==> src/rtl/divseq_pkg.sv <==
// Shared definitions for the sequential signed divider: FSM encoding and
// the helper that sizes the iteration counter from the operand width.
package divseq_pkg;

  localparam logic [1:0] ST_IDLE = 2'd0;
  localparam logic [1:0] ST_CALC = 2'd1;
  localparam logic [1:0] ST_DONE = 2'd2;

  typedef enum logic [1:0] {
    IDLE = ST_IDLE,
    CALC = ST_CALC,
    DONE = ST_DONE
  } state_t;

  function automatic int cnt_width(input int dw);
    return $clog2(dw);
  endfunction

endpackage

==> src/rtl/divu_step.sv <==
// One restoring division iteration on unsigned magnitudes: shift in the next
// dividend bit, trial-subtract the divisor, keep the difference if non-negative.
module divu_step #(
  parameter int DW = 16
) (
  input  logic [DW-1:0] rem,
  input  logic          din,
  input  logic [DW:0]   dvs,
  output logic [DW-1:0] rem_nx,
  output logic          qbit
);

  logic [DW:0]   shifted;
  logic [DW+1:0] diff;
  logic          unused_diff_bit;

  // The kept remainder is always below |b| <= 2^(DW-1), so DW bits hold it.
  always_comb begin
    shifted = {rem, din};
    diff    = {1'b0, shifted} - {1'b0, dvs};
    qbit    = ~diff[DW+1];
    rem_nx  = qbit ? diff[DW-1:0] : shifted[DW-1:0];
  end

  assign unused_diff_bit = diff[DW];

endmodule

==> src/rtl/divseq.sv <==
// Sequential signed divider: radix-2 restoring, one quotient bit per clock,
// start/busy/valid handshake with a fixed DW+1 cycle latency.
import divseq_pkg::*;

module divseq #(
  parameter int DW = 16
) (
  input  logic          clk,
  input  logic          rst,
  input  logic          start,
  input  logic [DW-1:0] a,
  input  logic [DW-1:0] b,
  output logic          busy,
  output logic          valid,
  output logic [DW-1:0] q,
  output logic [DW-1:0] r,
  output logic          dbz,
  output logic [1:0]    dbg_state
);

  localparam int CW = cnt_width(DW);

  // Handshake: start is taken on any edge where busy=0 (including the valid
  // cycle); valid is a one-cycle pulse and q/r/dbz hold until the next result.
  state_t        state, state_nx;
  logic [CW-1:0] count;
  logic [DW-1:0] dq;
  logic [DW-1:0] rem, rem_nx;
  logic [DW:0]   dvs, b_ext, b_mag;
  logic [DW-1:0] a_mag;
  logic          sign_r, sign_q, zero, qbit;

  assign a_mag     = a[DW-1] ? -a : a;
  assign b_ext     = {b[DW-1], b};
  assign b_mag     = b[DW-1] ? -b_ext : b_ext;
  assign busy      = (state != IDLE);
  assign dbg_state = state;

  divu_step #(.DW(DW)) u_step (
    .rem    (rem),
    .din    (dq[DW-1]),
    .dvs    (dvs),
    .rem_nx (rem_nx),
    .qbit   (qbit)
  );

  always_ff @(posedge clk or posedge rst) begin
    if (rst) state <= IDLE;
    else     state <= state_nx;
  end

  always_comb begin
    state_nx = state;
    case (state)
      IDLE:    if (start) state_nx = CALC;
      CALC:    if (count == '0) state_nx = DONE;
      DONE:    state_nx = IDLE;
      default: state_nx = IDLE;
    endcase
  end

  // dq starts as |a| and turns into |q| as quotient bits shift in from the right.
  always_ff @(posedge clk or posedge rst) begin
    if (rst) begin
      count  <= '0;
      dq     <= '0;
      rem    <= '0;
      dvs    <= '0;
      sign_r <= 1'b0;
      sign_q <= 1'b0;
      zero   <= 1'b0;
      valid  <= 1'b0;
      q      <= '0;
      r      <= '0;
      dbz    <= 1'b0;
    end else begin
      valid <= 1'b0;
      case (state)
        IDLE: begin
          if (start) begin
            dq     <= a_mag;
            rem    <= '0;
            dvs    <= b_mag;
            sign_r <= a[DW-1];
            sign_q <= a[DW-1] ^ b[DW-1];
            zero   <= (b == '0);
            count  <= CW'(DW - 1);
          end
        end
        CALC: begin
          rem <= rem_nx;
          dq  <= {dq[DW-2:0], qbit};
          if (count != '0) count <= count - 1'b1;
        end
        DONE: begin
          q     <= zero ? '1 : (sign_q ? -dq : dq);
          r     <= sign_r ? -rem : rem;
          dbz   <= zero;
          valid <= 1'b1;
        end
        default: ;
      endcase
    end
  end

endmodule

==> config.mk <==
export PLATFORM = sky130hd
export DESIGN_NAME = divseq
export DESIGN_NICKNAME = d
export VERILOG_FILES = /design/src/rtl/divseq_pkg.sv /design/src/rtl/divu_step.sv /design/src/rtl/divseq.sv
export SDC_FILE = /design/constraint.sdc
export NUM_CORES = 1
export LEC_CHECK = 0
export BUFFER_PORTS_ARGS = -buffer_cell sky130_fd_sc_hd__buf_2
export CORE_ASPECT_RATIO = 1.1
export CORE_UTILIZATION = 50
export DETAILED_ROUTE_END_ITERATION = 8
export HOLD_SLACK_MARGIN = 0.03
export PLACE_DENSITY = 0.74
export SKIP_CTS_REPAIR_TIMING = 1
export SKIP_LAST_GASP = 1
export SYNTH_ARGS = -nofsm -noshare
export SYNTH_HDL_FRONTEND = slang
export SYNTH_SLANG_ARGS = --single-unit
==> constraint.sdc <==
create_clock -name clk -period 3.3 [get_ports clk]
set_input_delay 0.495 -clock clk [delete_from_list [all_inputs] [get_ports clk]]
set_output_delay 0.495 -clock clk [all_outputs]
set_load 0.02 [all_outputs]
# == After elaboration in Yosys (flattened, before gate mapping) ==
# Cells that the tools add are included.
# totals
word_cells,52
out_inout_bits,37
ff_bits,92
inputBits,35
# classes
n_eq_ne,5
add_sub_neg,6
reduce_logical,10
n_mux,17
bitwise,2
# op_table
op,count
16-bit two-way mux,7
16-bit case mux with 2 select lines,2
16-bit negator,3
17-bit by 17-bit subtractor with 18-bit output,1
17-bit two-way mux,1
17-bit negator,1
16-bit zero test,1
4-bit two-way mux,2
4-bit case mux with 2 select lines,1
"2-bit != test, second input constant",3
2-bit AND reduction,3
4-bit zero test,1
2-bit two-way mux,2
2-bit case mux with 2 select lines,1
2-bit nonzero test,2
4-bit nonzero test,1
"4-bit by 1-bit subtractor with 4-bit output, second input constant",1
3-bit AND reduction,1
"2-bit by 1-bit == test with 1-bit output, second input constant",1
"2-bit == test, second input constant",1
2-bit zero test,1
1-bit two-way mux,1
1-bit inverter,1
1-bit XOR,1

# == Logic depth before layout (Yosys ltp) ==
# Gate-level depths: netlist (run 1).
# logic_depth
word_depth,4
ltp_mapped,10
mapped_depth_nobuf,9

# == Modules after synthesis ==
# A second synthesis (run 1) with hierarchy kept.
# hier_totals
hier_cells,668
hier_area_um2,5784.3
# modules_own_cells
mod,area_each_um2,n_inst,cells_each,seq_area_each_um2
divseq,4708.3,1,522,2302.2
divu_step,1076.0,1,146,0.0

# == Worst setup path before layout (run 1) ==
# No wires, ideal clock.
# synth_path
path_type,register to register
start,register rem[3]
end,register rem[2]
t_required_ns,3.184
setup_ns,0.116
synth_period_minus_slack_ns,2.465
n_path_buf,1
arrival_time_ns,2.350
setup_slack_ns,0.835
stages_incl_launch_ff,9
path_cell_list,dfrtp_1 -> ha_1 -> a21o_1 -> a2111o_1 -> o211ai_1 -> a21o_1 -> buf_2 -> nand2_1 -> o311ai_0
# synth_between
elab_chain_cells,3
# synth_lines
element,line_no,text
start: declaration,divseq.sv:28,"logic [DW-1:0] rem, rem_nx;"
start signal: assignment,divseq.sv:91,rem <= rem_nx;
17-bit by 17-bit subtractor with 18-bit output,divu_step.sv:20,"diff = {1'b0, shifted} - {1'b0, dvs};"
16-bit two-way mux,divu_step.sv:22,rem_nx = qbit ? diff[DW-1:0] : shifted[DW-1:0];
16-bit case mux with 2 select lines,divseq.sv:78,case (state)
# Every way passes these cells.
# A chain may end at the register's enable or synchronous reset.

# == Worst setup path after layout (run 1) ==
# layout_path
start,register rem[3]
end,register rem[14]
# Same word-level chain as after synthesis.

==> impl_metrics.yaml, run 1 <==
clocking:
  cts_root_buf: "clkbuf_16"
  htreeDepth: 3
  clock_latency_ns: 0.36
  clockBufferDepth: 2
  clk_pin_slew_ns: 0.07
  cts.sinks: 92
  cts_tree: "built"
  numCtsBuffers: 9
finish:
  regArea_um2: 2302
  area_delta_synth_final_pct: 13.45
  fin_util: 0.5879
  final_common_cell: "dfrtp_1"
  mostFrequentLayoutCells: "92 x dfrtp_1, 82 x o21ai_0, 78 x nand2_1, 71 x buf_2, 43 x xor2_1"
  antenna_cells: 0
  stdcell_count: 867
  fin_nets: 773
  n_fill_cell: 985
  drive_above_1_share: 0.1444
  multiInputGateArea_um2: 3183
timing:
  hold_viol_final: 0
  finalCriticalPeriod_ns: 2.988
  tns_ns: 0
  rsz0062_at_grt: "no"
  slew-limit-headroom: 0.3462
  tightest_slew_ns: 0.9807
  fmax_ghz: 0.3347
  slew_viol_final: 0
  setup_viol: 0
  post-route-period-util: 0.9054
  fin_worst_skew_ns: 0.01035
synth:
  syn-num-nets: 716
  synth_edf_count: 0
  syn-instance-count: 658
  ys_warn_count: 0
  async_reset_ff_frac: 1.000
  syn_avg_cell_area_um2: 8.711
  ys_seq_area_frac: 0.4017
  ys.flop_type: "dfrtp_1"
  synth.distinct_cells: 55
  synth-seq-cells: 92
  synth_area_um2: 5732
placed_design:
  io_buffers: 71
  dp_cells: 851
  gp_congestion: 0.8819
  dpl.hpwl_um: 10040
global_routing:
  grt_pass1_wl_um: 22600
  grt_use_total: 0.2375
  grt_pass1_vias: 4644
  antenna_found_initial: 0
  overflow: 0
  grt_max_degree: 48
status:
  status: "completed"
routing:
  wl_um: 13620
  first_pass_iters: 4
  initialDrtViolationCount: 378
  vias: 5034
  drtAntennaViolNets: 0
  route.detailed.wl_per_inst_um: 15.71
  avgViaCountPerCell: 5.806
  remaining_drc_errors: 0
die:
  ios: 72
  rows: 40
  initial_core_util: 0.5182
  fp.dieH_um: 114.3
  core_um2: 11060
  die_area_um2: 11900
  die_w_um: 104.1
power_and_ir_drop:
  clkPwrFrac: 0.142
  share_seq_of_total_power: 0.304
  power_uw: 7071
  comb_power_share: 0.555
  p_sw_frac: 0.4724
  p_per_area_nw_per_um2: 1087
  p_switching_uw: 3340
  leakage_uw: 0.002896
  peakVddDrop_mv: 0.4347
  internal-power_uw: 3731
run:
  cap_violations: 0
critical_path:
  critPathArrivalTime_ns: 3.24
  critPathCaptureType: "flip-flop"
  path_class: "reg2reg"
  required_ns: 3.55
  start_kind: "flip-flop"
  critPathMaxFanout: 13
worst_hold_path:
  min_path_type: "in2async"
[through the flow]
step	area (um^2)	setup WS [ns]	hold slack (ns)
6_report	6502	0.3122	0.2786
5_1_grt	6502	0.07474	0.3489
4_1_cts	6502	0.3516	0.3000
3_5_place_dp	6218	0.3699	0.4648
3_3_place_gp	6218	0.5456	0.4552
2_1_floorplan	5732	0.4130	0.4498
[worst paths after layout]
kind                           end  cells after the start   start  slack (ns)
setup reg to reg           rem[14]                      7  rem[3]        0.31
setup / recovery           rem[14]                      7  rem[3]        0.31
hold reg to reg               r[9]                      2    r[9]        0.47
max in group asynchronous  dvs[12]                      3     rst        2.31
hold / removal               q[11]                      2     rst        0.28
min in group clk             dq[8]                      3    a[8]        0.46
[registers in the layout, summed over array words and instances (netlist names), 2 cells and up]
signal,flops
dq,16
count,4
r,16
rem,16
q,16
dvs,17
dbg_state,2
[cells by family after synthesis]
group / synth area share
AOI/OAI and AO/OA: 0.2351
xor gates and xnor gates: 0.08863
adders and majority gates: 0.05152
buffers and inverters: 0.04344
DFF: 0.4017
muxes: 0.01397
and+or+nand+nor: 0.1657
[area by class of cell]
type | instances | share of cell area
Multi-Input combinational cell | 500 | 0.4895
Sequential cell | 92 | 0.3541
Clock inverter | 7 | 0.009044
Clock buffer | 9 | 0.03464
Inverter | 34 | 0.01982
Tap cell | 147 | 0.02829
Timing Repair Buffer | 78 | 0.06465
[per-layer routing]
layer  GRT usage  vias up  part of all wire  routed length [um]
met5           0        -                 0                   0
met1      0.3142     2364              0.46                6246
met3     0.03472       26             0.048                 658
met2      0.3893      162              0.47                6390
met4      0.1067        0             0.024                 329
li1            -     2482                 -                   -
[Yosys cell counts (5+ instances only)]
cell,number,area (um^2)
a21oi_1,39,195.2
a22o_1,7,61.31
a22oi_1,9,67.56
a31oi_1,5,31.28
clkbuf_1,29,108.9
dfrtp_1,92,2302
ha_1,22,275.3
inv_1,33,123.9
mux2i_1,8,80.08
nand2_1,78,292.8
nand2b_1,13,81.33
nand3_1,13,65.06
nor2_1,41,153.9
nor2b_1,12,75.07
nor3_1,12,60.06
o211ai_1,14,105.1
o21ai_0,82,410.4
o31ai_1,18,135.1
o41ai_1,9,78.83
or3_1,7,43.79
or4_1,6,45.04
xnor2_1,15,131.4
xor2_1,43,376.6
[power groups by stage]
stage          sequential, uW  clock, uW  combinational [uW]
6_report                 2150       1000                3920
5_1_grt                  2210       1050                4380
4_1_cts                  2130       1010                3890
3_3_place_gp             2110          0                3680
2_1_floorplan            2100          0                2920
3_5_place_dp             2140          0                3840
[worst max-delay path: stages (launching register included)]
cell,delay (ns)
dfrtp_1,0.47
ha_1,0.38
o211ai_1,0.10
a21oi_1,0.31
o211ai_1,0.26
a21oi_1,0.84
nor2_1,0.24
o31ai_1,0.30
Power figures use the tool's default switching activity.
==> inputs of run 2 (changes only) <==
--- a/config.mk
+++ b/config.mk
@@ -8,6 +8,7 @@
 export BUFFER_PORTS_ARGS = -buffer_cell sky130_fd_sc_hd__buf_2
 export CORE_ASPECT_RATIO = 1.1
 export CORE_UTILIZATION = 50
+export CTS_BUF_LIST = sky130_fd_sc_hd__clkbuf_4
 export DETAILED_ROUTE_END_ITERATION = 8
 export HOLD_SLACK_MARGIN = 0.03
 export PLACE_DENSITY = 0.74
==> run 2 against run 1 <==
Non-clock buffer count did not move; cell area fell by 2.4%; clock-buffer cell count did not move; critical path type unchanged; highest routed layer unchanged.
==> impl_metrics.yaml, run 2 (synthesis results as in run 1) <==
status:
  status: "completed"
routing:
  vias: 5052
  route.detailed.wl_per_inst_um: 15.31
  drtAntennaViolNets: 0
  avgViaCountPerCell: 5.820
  wl_um: 13290
  initialDrtViolationCount: 309
  first_pass_iters: 5
  remaining_drc_errors: 0
clocking:
  numCtsBuffers: 9
  cts_tree: "built"
  cts.sinks: 92
  clockBufferDepth: 2
  clk_pin_slew_ns: 0.16
  cts_root_buf: "clkbuf_4"
  htreeDepth: 3
  clock_latency_ns: 0.47
critical_path:
  max_stage_delay_ns: 0.85
  required_ns: 3.67
  path_class: "reg2reg"
  crit_path_top_delay_cell: "a21oi_1"
  start_kind: "flip-flop"
  path_cells: "ha_1, o211ai_1, a21oi_1, o211ai_1, a21oi_1, nor2_1, o31ai_1"
  critPathArrivalTime_ns: 3.40
  critPathCaptureType: "flip-flop"
  critPathMaxFanout: 13
finish:
  largest_register_ffs: 17
  fin_nets: 773
  area_delta_synth_final_pct: 10.74
  mostFrequentLayoutCells: "92 x dfrtp_1, 82 x o21ai_0, 78 x nand2_1, 71 x buf_2, 43 x xor2_1"
  final_common_cell: "dfrtp_1"
  drive_above_1_share: 0.1444
  top_register: "dvs"
  n_fill_cell: 1018
global_routing:
  grt_pass1_vias: 4599
  overflow: 0
  grt_pass1_wl_um: 22050
  grt_max_degree: 48
  grt_use_total: 0.2298
  antenna_found_initial: 0
power_and_ir_drop:
  leakage_uw: 0.002827
  p_per_area_nw_per_um2: 1045
  peakVddDrop_mv: 0.3885
run:
  cap_violations: 0
die:
  rows: 40
  initial_core_util: 0.5182
  die_w_um: 104.1
  die_area_um2: 11900
  ios: 72
  core_um2: 11060
  fp.dieH_um: 114.3
placed_design:
  place_ws_ns: 0.3699
  dpl.hpwl_um: 10040
  io_buffers: 71
  gp_congestion: 0.8819
worst_hold_path:
  min_path_type: "in2async"
timing:
  tns_ns: 0
  slew-limit-headroom: 0.3364
  fin_worst_skew_ns: 0.01774
  setup_slack_ns: 0.2692
  whs_ns: 0.1311
  fmax_ghz: 0.3299
  slew_viol_final: 0
  finalCriticalPeriod_ns: 3.031
  hold_viol_final: 0
  tightest_slew_ns: 0.9954
  rsz0062_at_grt: "no"
  setup_viol: 0
  post-route-period-util: 0.9184
run 2: cell count changes in the layout (fill, tap and decap cells not counted):
cell	delta
clkbuf_16	-9
clkbuf_4	+9
diode_2	+1
run 2: path summary, 6_finish.rpt:
check | slack [ns] | to | start | cells after the start
max | 0.27 | rem[14] | rem[3] | 7
min in group clk | 0.33 | dq[8] | a[8] | 3
max in group asynchronous | 2.46 | dvs[12] | rst | 3
min | 0.13 | q[11] | rst | 2
max reg2reg | 0.27 | rem[14] | rem[3] | 7
min reg2reg | 0.49 | r[9] | r[9] | 2
run 2: critical path: cells and delay by family (launching register included):
kind,cells,cell delay (ns)
simple gates,1,0.24
flops,1,0.50
compound gates,5,1.81
fa+ha+maj,1,0.39
run 2: power breakdown:
part	switching, uW	leakage (uW)	total [uW]	internal [uW]
Clock	434	0.0000684	599	165
Combinational	2290	0.00168	3900	1610
Sequential	541	0.00108	2130	1590
Total	3260	0.00283	6630	3370
run 2: per-layer routing:
layer  routed length [um]  up-vias  track usage
met1                 6080     2375       0.3038
met2                 6164      172       0.3787
met4                  350        0       0.1029
li1                     -     2476            -
met3                  696       29      0.03187
met5                    0        -            0
run 2: through the flow:
| stage | cells | total power, uW | util | area [um^2] |
|---|---|---|---|---|
| 2_1_floorplan | 658 | 5022 | - | 5732 |
| 3_3_place_gp | 851 | 5789 | 0.5622 | 6218 |
| 3_5_place_dp | 851 | 5987 | 0.5622 | 6218 |
| 4_1_cts | 867 | 6588 | 0.5736 | 6345 |
| 5_1_grt | 867 | 7208 | 0.5736 | 6345 |
| 6_report | 868 | 6630 | 0.5739 | 6347 |
run 2: cell type report:
type | instances | area (um^2) | share of cell area
antenna | 1 | 2.502 | 0.0003942
clock buffer | 9 | 67.56 | 0.01064
clock inverter | 7 | 58.81 | 0.009265
inverter | 34 | 128.9 | 0.02030
multi-input combinational | 500 | 3183 | 0.5015
sequential | 92 | 2302 | 0.3627
tap | 147 | 183.9 | 0.02898
timing repair buffer | 78 | 420.4 | 0.06623
==> inputs of run 3 (changes only) <==
--- a/config.mk
+++ b/config.mk
@@ -6,6 +6,7 @@
 export NUM_CORES = 1
 export LEC_CHECK = 0
 export BUFFER_PORTS_ARGS = -buffer_cell sky130_fd_sc_hd__buf_2
+export CAP_MARGIN = 20
 export CORE_ASPECT_RATIO = 1.1
 export CORE_UTILIZATION = 50
 export CTS_BUF_LIST = sky130_fd_sc_hd__clkbuf_4
==> constraint.sdc (replaced) <==
create_clock -name clk -period 3.3 [get_ports clk]
set_input_delay 0.165 -clock clk [delete_from_list [all_inputs] [get_ports clk]]
set_output_delay 0.165 -clock clk [all_outputs]
set_load 0.02 [all_outputs]
==> run 3 against run 2 <==
Combinational power decreased by 1%; register-to-register slack lost 0.03 ns; first-iteration DRC count is 22% higher; wire length fell by 1.2%; utilization is 0.10 points higher; worst hold slack worse by 0.12 ns; via count down 0.89%; non-clock buffer count increased by 2; sequential share of layout area decreased by 0.064 points; global-route usage shrank 0.053 points; critical path type unchanged; power about the same; highest routed layer unchanged; largest cell class unchanged.
==> impl_metrics.yaml, run 3 (synthesis results as in run 1) <==
placed_design:
  dpl.hpwl_um: 9925
  gp_congestion: 0.9303
  io_buffers: 71
  post_dp_cell_area_um2: 6213
finish:
  drive_above_1_share: 0.1440
  postLayoutCellArea_um2: 6359
  antenna_cells: 0
  top_register: "dvs"
  largest_register_ffs: 17
  fin_nets: 775
  final_common_cell: "dfrtp_1"
  mostFrequentLayoutCells: "92 x dfrtp_1, 82 x o21ai_0, 78 x nand2_1, 71 x buf_2, 43 x xor2_1"
  area_delta_synth_final_pct: 10.94
worst_hold_path:
  min_path_type: "in2reg"
  min_path_cells: 3
  holdCritStartpoint: "b[8]"
  min_to: "dvs[8]"
routing:
  vias: 5007
  avgViaCountPerCell: 5.762
  first_pass_iters: 5
  initialDrtViolationCount: 376
  drtAntennaViolNets: 0
  wl_um: 13130
  route.detailed.wl_per_inst_um: 15.11
  remaining_drc_errors: 0
timing:
  rsz0062_at_grt: "no"
  post-route-period-util: 0.9272
  whs_ns: 0.01274
  tightest_slew_ns: 1.013
  setup_viol: 0
  fmax_ghz: 0.3268
  finalCriticalPeriod_ns: 3.060
  hold_viol_final: 0
  fin_worst_skew_ns: 0.01631
  slew_viol_final: 0
  tns_ns: 0
  slew-limit-headroom: 0.3246
clocking:
  clockBufferDepth: 2
  cts_tree: "built"
  clock_latency_ns: 0.45
  htreeDepth: 3
  cts.sinks: 92
  clk_pin_slew_ns: 0.15
  cts_root_buf: "clkbuf_4"
  numCtsBuffers: 9
critical_path:
  critPathCaptureType: "flip-flop"
  r2r_slack_ns: 0.24
  path_class: "reg2reg"
  critPathArrivalTime_ns: 3.42
  reg2reg_from: "rem[3]"
  required_ns: 3.66
  start_kind: "flip-flop"
  regToRegEndpoint: "rem[13]"
  critPathMaxFanout: 13
  r2r_cells: 7
run:
  cap_violations: 0
die:
  ios: 72
  rows: 40
  core_um2: 11060
  initial_core_util: 0.5182
  die_w_um: 104.1
  fp.dieH_um: 114.3
  die_area_um2: 11900
global_routing:
  grt_pass1_wl_um: 22140
  antenna_found_initial: 0
  overflow: 0
  grt_pass1_vias: 4612
  grt_use_total: 0.2293
  grt_max_degree: 52
power_and_ir_drop:
  p_per_area_nw_per_um2: 1042
  peakVddDrop_mv: 0.4700
  power_uw: 6624
  leakage_uw: 0.002841
status:
  status: "completed"
[run 3: cell count changes in the layout (fill, tap and decap cells not counted), sizes merged]
cell,delta
clkbuf,+2
inv,-2
buf,+1
bufinv,+1
clkinvlp,-1
diode,-1
dlygate4sd3,+1
[run 3: worst max-delay path by stage]
stage                start  endpoint  cells after the start
global route        rem[3]   rem[15]                      7
global placement    rem[3]    rem[1]                      7
floorplan              rst  count[0]                      1
detailed placement  rem[3]   rem[15]                      7
CTS                 rem[3]   rem[15]                      7
finish              rem[3]   rem[13]                      7
[run 3: layout make-up]
| cell class | instances | area (um^2) |
|---|---|---|
| fillers | 1010 | 4702 |
| flip-flops and latches | 92 | 2302 |
| repair buffers | 80 | 425.4 |
| well taps | 147 | 183.9 |
| clock inverters | 5 | 52.55 |
| clock buffers | 11 | 82.58 |
| multi-input cells | 500 | 3183 |
| inverters | 34 | 128.9 |
[run 3: critical path, stage by stage (launching register included)]
cell and delay, ns:
dfrtp_1 0.50, ha_1 0.38, o211ai_1 0.10, a21oi_1 0.34
o211ai_1 0.28, a21oi_1 0.87, nor2_1 0.20, o31ai_1 0.28
[run 3: stage by stage]
step           setup WS [ns]  utilization  std cells
2_1_floorplan         0.7430            -        658
5_1_grt              0.05246       0.5749        869
6_report              0.2402       0.5749        869
4_1_cts               0.3734       0.5740        868
3_5_place_dp          0.4005       0.5618        852
3_3_place_gp          0.4925       0.5618        852
[run 3: per-layer routing]
metal	global-route usage	vias to the layer above	wire [um]
li1	-	2477	-
met3	0.03017	22	654
met1	0.3158	2356	6337
met4	0.08667	0	242
met5	0	-	0
met2	0.3707	152	5897
[run 3: where the power goes]
group          switching [uW]  internal (uW)  total [uW]
Clock                     387            245         632
Combinational            2240           1610        3850
Sequential                550           1590        2140
Total                    3180           3440        6620
